## config.mk

```make
export PLATFORM = sky130hd
export DESIGN_NAME = fetch_queue
export DESIGN_NICKNAME = d
export VERILOG_FILES = /design/src/rtl/fetch_queue.sv
export SDC_FILE = /design/constraint.sdc
export NUM_CORES = 1
export LEC_CHECK = 0
export ABC_AREA = 1
export BUFFER_PORTS_ARGS = -buffer_cell sky130_fd_sc_hd__buf_2
export CAP_MARGIN = 15
export CELL_PAD_IN_SITES_DETAIL_PLACEMENT = 0
export CELL_PAD_IN_SITES_GLOBAL_PLACEMENT = 1
export CORE_AREA = 2 2 158 191
export CTS_CLUSTER_DIAMETER = 200
export DETAILED_ROUTE_END_ITERATION = 10
export DIE_AREA = 0 0 160 193
export GPL_TIMING_DRIVEN = 0
export HOLD_SLACK_MARGIN = 0.1
export PLACE_DENSITY = 0.8
export SYNTH_ARGS = -nofsm -noshare
export SYNTH_HDL_FRONTEND = slang
export SYNTH_SLANG_ARGS = --single-unit
```

## constraint.sdc

```tcl
create_clock -name clk -period 4.5 [get_ports clk]
set_clock_uncertainty 0.2 [all_clocks]
set_input_delay 0.225 -clock clk [delete_from_list [all_inputs] [get_ports clk]]
set_output_delay 0.225 -clock clk [all_outputs]
set_load 0.005 [all_outputs]
```

## src/rtl/fetch_queue.sv

```systemverilog
// Instruction fetch front end: issues sequential fetches into a one-cycle-latency
// instruction memory and buffers {pc, instr} pairs in a small FIFO for the decoder.
module fetch_queue #(
   parameter int                    DATA_WIDTH = 32,
   parameter int                    DEPTH      = 4,
   parameter logic [DATA_WIDTH-1:0] RESET_PC   = '0
) (
   input  logic                  clk,
   input  logic                  rst,
   output logic                  imem_req,
   output logic [DATA_WIDTH-1:0] imem_addr,
   input  logic [DATA_WIDTH-1:0] imem_rdata,
   input  logic                  redirect_valid,
   input  logic [DATA_WIDTH-1:0] redirect_pc,
   output logic                  out_valid,
   input  logic                  out_ready,
   output logic [DATA_WIDTH-1:0] out_instr,
   output logic [DATA_WIDTH-1:0] out_pc
);

   localparam int PTR_W = (DEPTH > 1) ? $clog2(DEPTH) : 1;
   localparam int CNT_W = PTR_W + 1;
   localparam int OCC_W = CNT_W + 1;

   logic [DATA_WIDTH-1:0] fetch_pc_reg;
   logic [DATA_WIDTH-1:0] inflight_pc_reg;
   logic                  inflight_reg;
   logic [PTR_W-1:0]      head_reg;
   logic [PTR_W-1:0]      tail_reg;
   logic [CNT_W-1:0]      count_reg;

   logic [DATA_WIDTH-1:0] fifo_pc    [DEPTH];
   logic [DATA_WIDTH-1:0] fifo_instr [DEPTH];

   logic                  pop;
   logic                  push;
   logic [OCC_W-1:0]      occupancy;

   assign out_valid = (count_reg != '0);
   assign pop       = out_valid & out_ready;
   assign push      = inflight_reg & ~redirect_valid;

   // Entries held plus the one still in flight, crediting a pop this cycle so a
   // full queue being drained keeps fetching back to back.
   assign occupancy = OCC_W'(count_reg) + OCC_W'(inflight_reg) - OCC_W'(pop);
   assign imem_req  = rst & ~redirect_valid & (occupancy < OCC_W'(DEPTH));
   assign imem_addr = fetch_pc_reg;

   assign out_pc    = fifo_pc[head_reg];
   assign out_instr = fifo_instr[head_reg];

   always_ff @(posedge clk or negedge rst) begin
      if (!rst) begin
         fetch_pc_reg    <= RESET_PC;
         inflight_pc_reg <= '0;
         inflight_reg    <= 1'b0;
         head_reg        <= '0;
         tail_reg        <= '0;
         count_reg       <= '0;
      end else if (redirect_valid) begin
         // Flush everything; the response of any outstanding fetch is dropped.
         fetch_pc_reg <= {redirect_pc[DATA_WIDTH-1:2], 2'b00};
         inflight_reg <= 1'b0;
         head_reg     <= tail_reg;
         count_reg    <= '0;
      end else begin
         if (imem_req) begin
            fetch_pc_reg    <= fetch_pc_reg + DATA_WIDTH'(4);
            inflight_pc_reg <= fetch_pc_reg;
            inflight_reg    <= 1'b1;
         end else begin
            inflight_reg <= 1'b0;
         end
         if (push) tail_reg <= tail_reg + PTR_W'(1);
         if (pop)  head_reg <= head_reg + PTR_W'(1);
         if (push && !pop)
            count_reg <= count_reg + CNT_W'(1);
         else if (pop && !push)
            count_reg <= count_reg - CNT_W'(1);
      end
   end

   // Payload storage carries no reset; only the pointers and count qualify it.
   always_ff @(posedge clk) begin
      if (push) begin
         fifo_pc[tail_reg]    <= inflight_pc_reg;
         fifo_instr[tail_reg] <= imem_rdata;
      end
   end

endmodule
```

[Yosys cells after proc, flatten, opt, wreduce, memory -nomap -nowiden]
Memory sizes are Yosys's and may differ from the RTL's.
Index checks and enable logic that the tools add are counted.
Word-level totals
  register bits: 72
  bits in writable memories: 256
  bits of input ports: 68
  output and inout port bits: 98
  word-level logic and storage cells: 42
  memories: 2
Cells by class
  add/subtract/negate cells: 7
  magnitude comparators: 1
  mux-type cells: 11
  bitwise gates (word level): 5
  reduce and logical (&&, ||, !) cells: 10
Memories
  fifo_instr: depth 4, bits a word 32, read ports 1, clocked after Yosys merged registers in 0, write ports 1, line 33  | logic [DATA_WIDTH-1:0] fifo_instr [DEPTH];
  fifo_pc: depth 4, bits a word 32, read ports 1, clocked after Yosys merged registers in 0, write ports 1, line 32  | logic [DATA_WIDTH-1:0] fifo_pc [DEPTH];
Operators by type and width (count)
  32-bit two-way mux: 2
  32-bit by 3-bit adder with 32-bit output, second input constant: 1
  3-bit two-way mux: 3
  3-bit nonzero test: 2
  2-bit by 1-bit adder with 2-bit output, second input constant: 2
  3-bit by 1-bit adder with 4-bit output: 1
  1-bit AND: 4
  4-bit by 3-bit < comparator with 1-bit output, second input constant: 1
  1-bit two-way mux: 4
  2-bit two-way mux: 2
  2-bit AND reduction: 2
  2-bit nonzero test: 2
  4-bit by 1-bit subtractor with 4-bit output: 1
  3-bit by 1-bit adder with 3-bit output, second input constant: 1
  3-bit by 1-bit subtractor with 3-bit output, second input constant: 1
  1-bit logical AND: 2
  1-bit zero test: 2
  1-bit inverter: 1

[Depth between registers and ports, before layout]
  depth after elaboration: 7
  mapped depth: 17
  depth with buffers taken out: 16

[Worst setup path before layout]
OpenSTA, ideal clock, no wires.
  path kind: register to register
  start point: register inflight_reg
  end point: memory fifo_instr[0][0], enable pin
  setup time: 0.482 ns
  arrival: 3.261 ns
  required time: 3.818 ns
  setup slack: 0.557 ns
  cell stages (with the launch flop): 5
  path buffers: 0
  clock period less this slack: 3.943 ns
  cells stage by stage: dfrtp_1 inv_1 nor2_2 inv_1 nor2_1
Between the ends
  cells in the longest elaborated chain, start to end: 3
Ends and longest elaborated chain
  start: declaration: line 27  | logic inflight_reg;
  start signal: assignment: line 56  | inflight_reg <= 1'b0;
  start signal: assignment: line 63  | inflight_reg <= 1'b0;
  start signal: assignment: line 70  | inflight_reg <= 1'b1;
  1-bit AND: line 41  | assign push = inflight_reg & ~redirect_valid;
  1-bit two-way mux: line 85  | if (push) begin
  1-bit two-way mux (implied by the code): line 87  | fifo_instr[tail_reg] <= imem_rdata;
  end: declaration: line 33
Every way passes these cells.

[Final worst setup path]
  start point: register count_reg[1]
  end point: output imem_req
Between the ends
  cells in the longest elaborated chain, start to end: 5
  elaborated cells between the ends (all ways): 6
  those cells by class: add/sub (2); order compare (1); bitwise (2); reduce/logical (1)
Ends and longest elaborated chain
  start: declaration: line 30  | logic [CNT_W-1:0] count_reg;
  start signal: assignment: line 77  | count_reg <= count_reg + CNT_W'(1);
  start signal: assignment: line 79  | count_reg <= count_reg - CNT_W'(1);
  branches (longest 2 deep; another with 3-bit by 1-bit adder with 4-bit output)
  4-bit by 1-bit subtractor with 4-bit output *: line 45  | assign occupancy = OCC_W'(count_reg) + OCC_W'(inflight_reg) - OCC_W'(pop);
  4-bit by 3-bit < comparator with 1-bit output *: line 46  | assign imem_req = rst & ~redirect_valid & (occupancy < OCC_W'(DEPTH));
  1-bit AND *: line 46
  end: declaration: line 10  | output logic imem_req,
Mark *: on every way between the ends.

==> out/qor.txt <==
Status: finished, final reports clean
Synthesized area: 13,150 um2
RR Startpoint: count_reg[1]
Initial antenna violation count: 0
Remaining DRCs: 0
Largest register by flop count: fifo_instr
Max IR drop VDD: 0.0003132 V
Endpoint, Worst Hold: imem_addr[24]
GPL Wtd Cong: 0.8774
Path depth of the worst reg2reg path: 17
Worst Setup End Kind: output pin
Hold_sp: redirect_pc[24]
Via count: 9,733
Clock sinks: 316
Post-DP Area: 14,670 um2
Number of routed nets with antenna violations: 0
Antenna diodes: 0
Routed wire length per instance: 17.59 um
# setup viols final: 0
Vias in the first global route: 9,560
Resize count post-CTS: 0
Max Slew Vio Count: 0
Detailed placement HPWL: 22.41 mm
Minimum clock period: 3.425 ns
DR iter-0 viols: 721
Utilization after layout: 56.18%
GR Overflow Total: 0
Root Buffer: clkbuf_16
Layout cells sized above 1: 17.11%
P&R area growth vs syn: 24.70%
Die Y-Extent: 193 um
Largest net degree at the start of global routing: 70
Die area: 30,880 um2
Post-route cell area: 16,390 um2
Core area: 29,180 um2
RSZ-0062 raised after global routing: false
Setup crit start: count_reg[1]
Longest Clk Path Bufs: 3
Layout Nets: 1,551
Peak fanout along the critical path: 10
Max reg flops: 128
CTS H-Tree Depth: 1
Synth top area cells: edfxtp_1 (57%), dfrtp_1 (13%), nand2_1 (6.4%)
Leakage: 6.326 nW
I/O pins: 166
Fmax: 0.2920 GHz
Skew-Pair Late Insertion Delay: 0.54 ns
Cell Pwr Density: 551.7 nW/um2
Hold/Removal Path Class: in2reg
Crit path arrival time: 3.00 ns
Final wirelength: 33.18 mm
First-pass GRT wire length: 50.65 mm
Worst reg-to-reg setup slack: 1.14 ns
Worst slack, placed: 1.613 ns
Syn Inst Count: 1,189
Register bit total from synthesis: 316
Max-Cap Viols: 0
Data required, critical path: 4.07 ns
CTS tree: yes
GRT Total Usage: 21.04%
TNS Setup: 0 ns
Final Hold Fails: 0
Largest registers: fifo_instr x128, fifo_pc x120
Distinct cells, synth: 30
Port bufs: 159
Final period util: 76.10%
Crit Path Class: reg2out
Effective utilization at floorplan: 45.05%
WHS Path Cells: 4
DRT Pass-1 Iters: 6
YS warnings: 0
Reg-to-reg endpoint: imem_addr[5]
Num CTS Buffers: 30
Post-Syn Area per Cell: 11.06 um2
Largest area contributor in the netlist: edfxtp_1
Vias per inst: 5.161
Least-Margin Pin Slew: 0.6673 ns
Worst setup margin: 1.075 ns
Total power: 9.044 mW
Synth top area share: 56.65%
Max_slew headroom: 55.51%
Die width: 160 um
Worst-path clk slew: 0.06 ns
Sequential share of the synthesized area: 69.59%
Startpoint types: flop
# rows: 69
==> layer usage <==
metal  track usage, %  wire (um)
met3            2.631       1827
met4            6.999       1022
met1            26.04      13670
met2            38.54      16660
met5                0          0
==> per-stage QoR <==
stage	std cells	hold WS, ns
after floorplan	1192	-0.2706
after global placement	1741	0.2357
after detailed placement	1750	0.06353
after CTS	1886	0.2102
after global routing	1886	0.2273
final	1886	0.2255
==> cell usage after synthesis, drive strengths merged <==
master    n
clkinv    3
a21oi    12
xor2      4
o21bai    1
buf      29
nand2   227
o22ai    62
dfrtp    68
nand3    68
edfxtp  248
clkbuf   34
ha        8
o21a      2
conb      1
o21ai   175
fa        1
inv      56
nor2    187
nand4     3
==> kinds of logic after synthesis <==
| family | share of synthesized area [%] |
|---|---|
| other | 0.02853 |
| AND/OR/NAND/NOR | 14.97 |
| XOR/XNOR | 0.2665 |
| adder cells (fa/ha/maj) | 0.9137 |
| flip-flops | 69.59 |
| buffers and inverters | 3.959 |
| AO/OA/AOI/OAI | 10.27 |
==> cells in the final DEF, fill, tap and decap left out, types with 6 or more instances in the layout <==
master,count
a21oi_1,11
buf_12,7
buf_2,175
buf_4,8
clkbuf_1,43
clkbuf_16,31
clkinv_1,6
dfrtp_1,68
dlygate4sd3_1,82
edfxtp_1,248
ha_1,8
inv_1,54
nand2_1,223
nand3_1,67
nor2_1,175
nor2_4,7
o21ai_0,163
o21ai_1,12
o22ai_1,62
==> worst max path at each step <==
stage,endpoint,depth (start not counted)
2_1_floorplan,fifo_instr[0][0],4
3_3_place_gp,fifo_instr[3][4],4
3_5_place_dp,imem_req,14
4_1_cts,imem_req,14
5_1_grt,imem_req,14
6_report,imem_req,14
==> critical path, stage by stage, from the launching register on <==
cell and delay, ns:
dfrtp_1 0.40, inv_1 0.13, nand3_1 0.10, nand2_1 0.16, inv_1 0.10, ha_1 0.18
inv_1 0.05, ha_1 0.23, nand3_1 0.11, nand2_1 0.05, nand2_1 0.07, nand3_2 0.11
nor2_4 0.34, buf_4 0.28, buf_2 0.14
==> what timing repair did <==
| item | 4_1_cts | 5_1_grt |
|---|---|---|
| buffers inserted | 0 | 0 |
| hold buffers | 82 | 0 |
| endpoints found under the hold margin | 234 | 0 |
==> power breakdown <==
group | internal, mW | switching, mW
registers | 3.60 | 0.322
logic | 1.04 | 1.77
clock network | 1.28 | 1.03
total | 5.92 | 3.12
==> layout make-up <==
type / count / area, um2
fill: 2529 / 12790
sequential: 316 / 9149
multi-input combinational: 754 / 3518
timing repair buffer: 250 / 1814
clock buffer: 41 / 823.3
tap: 390 / 488.0
buffer: 63 / 299.0
inverter: 59 / 221.5
clock inverter: 13 / 80.08
Power figures use the tool's default switching activity.
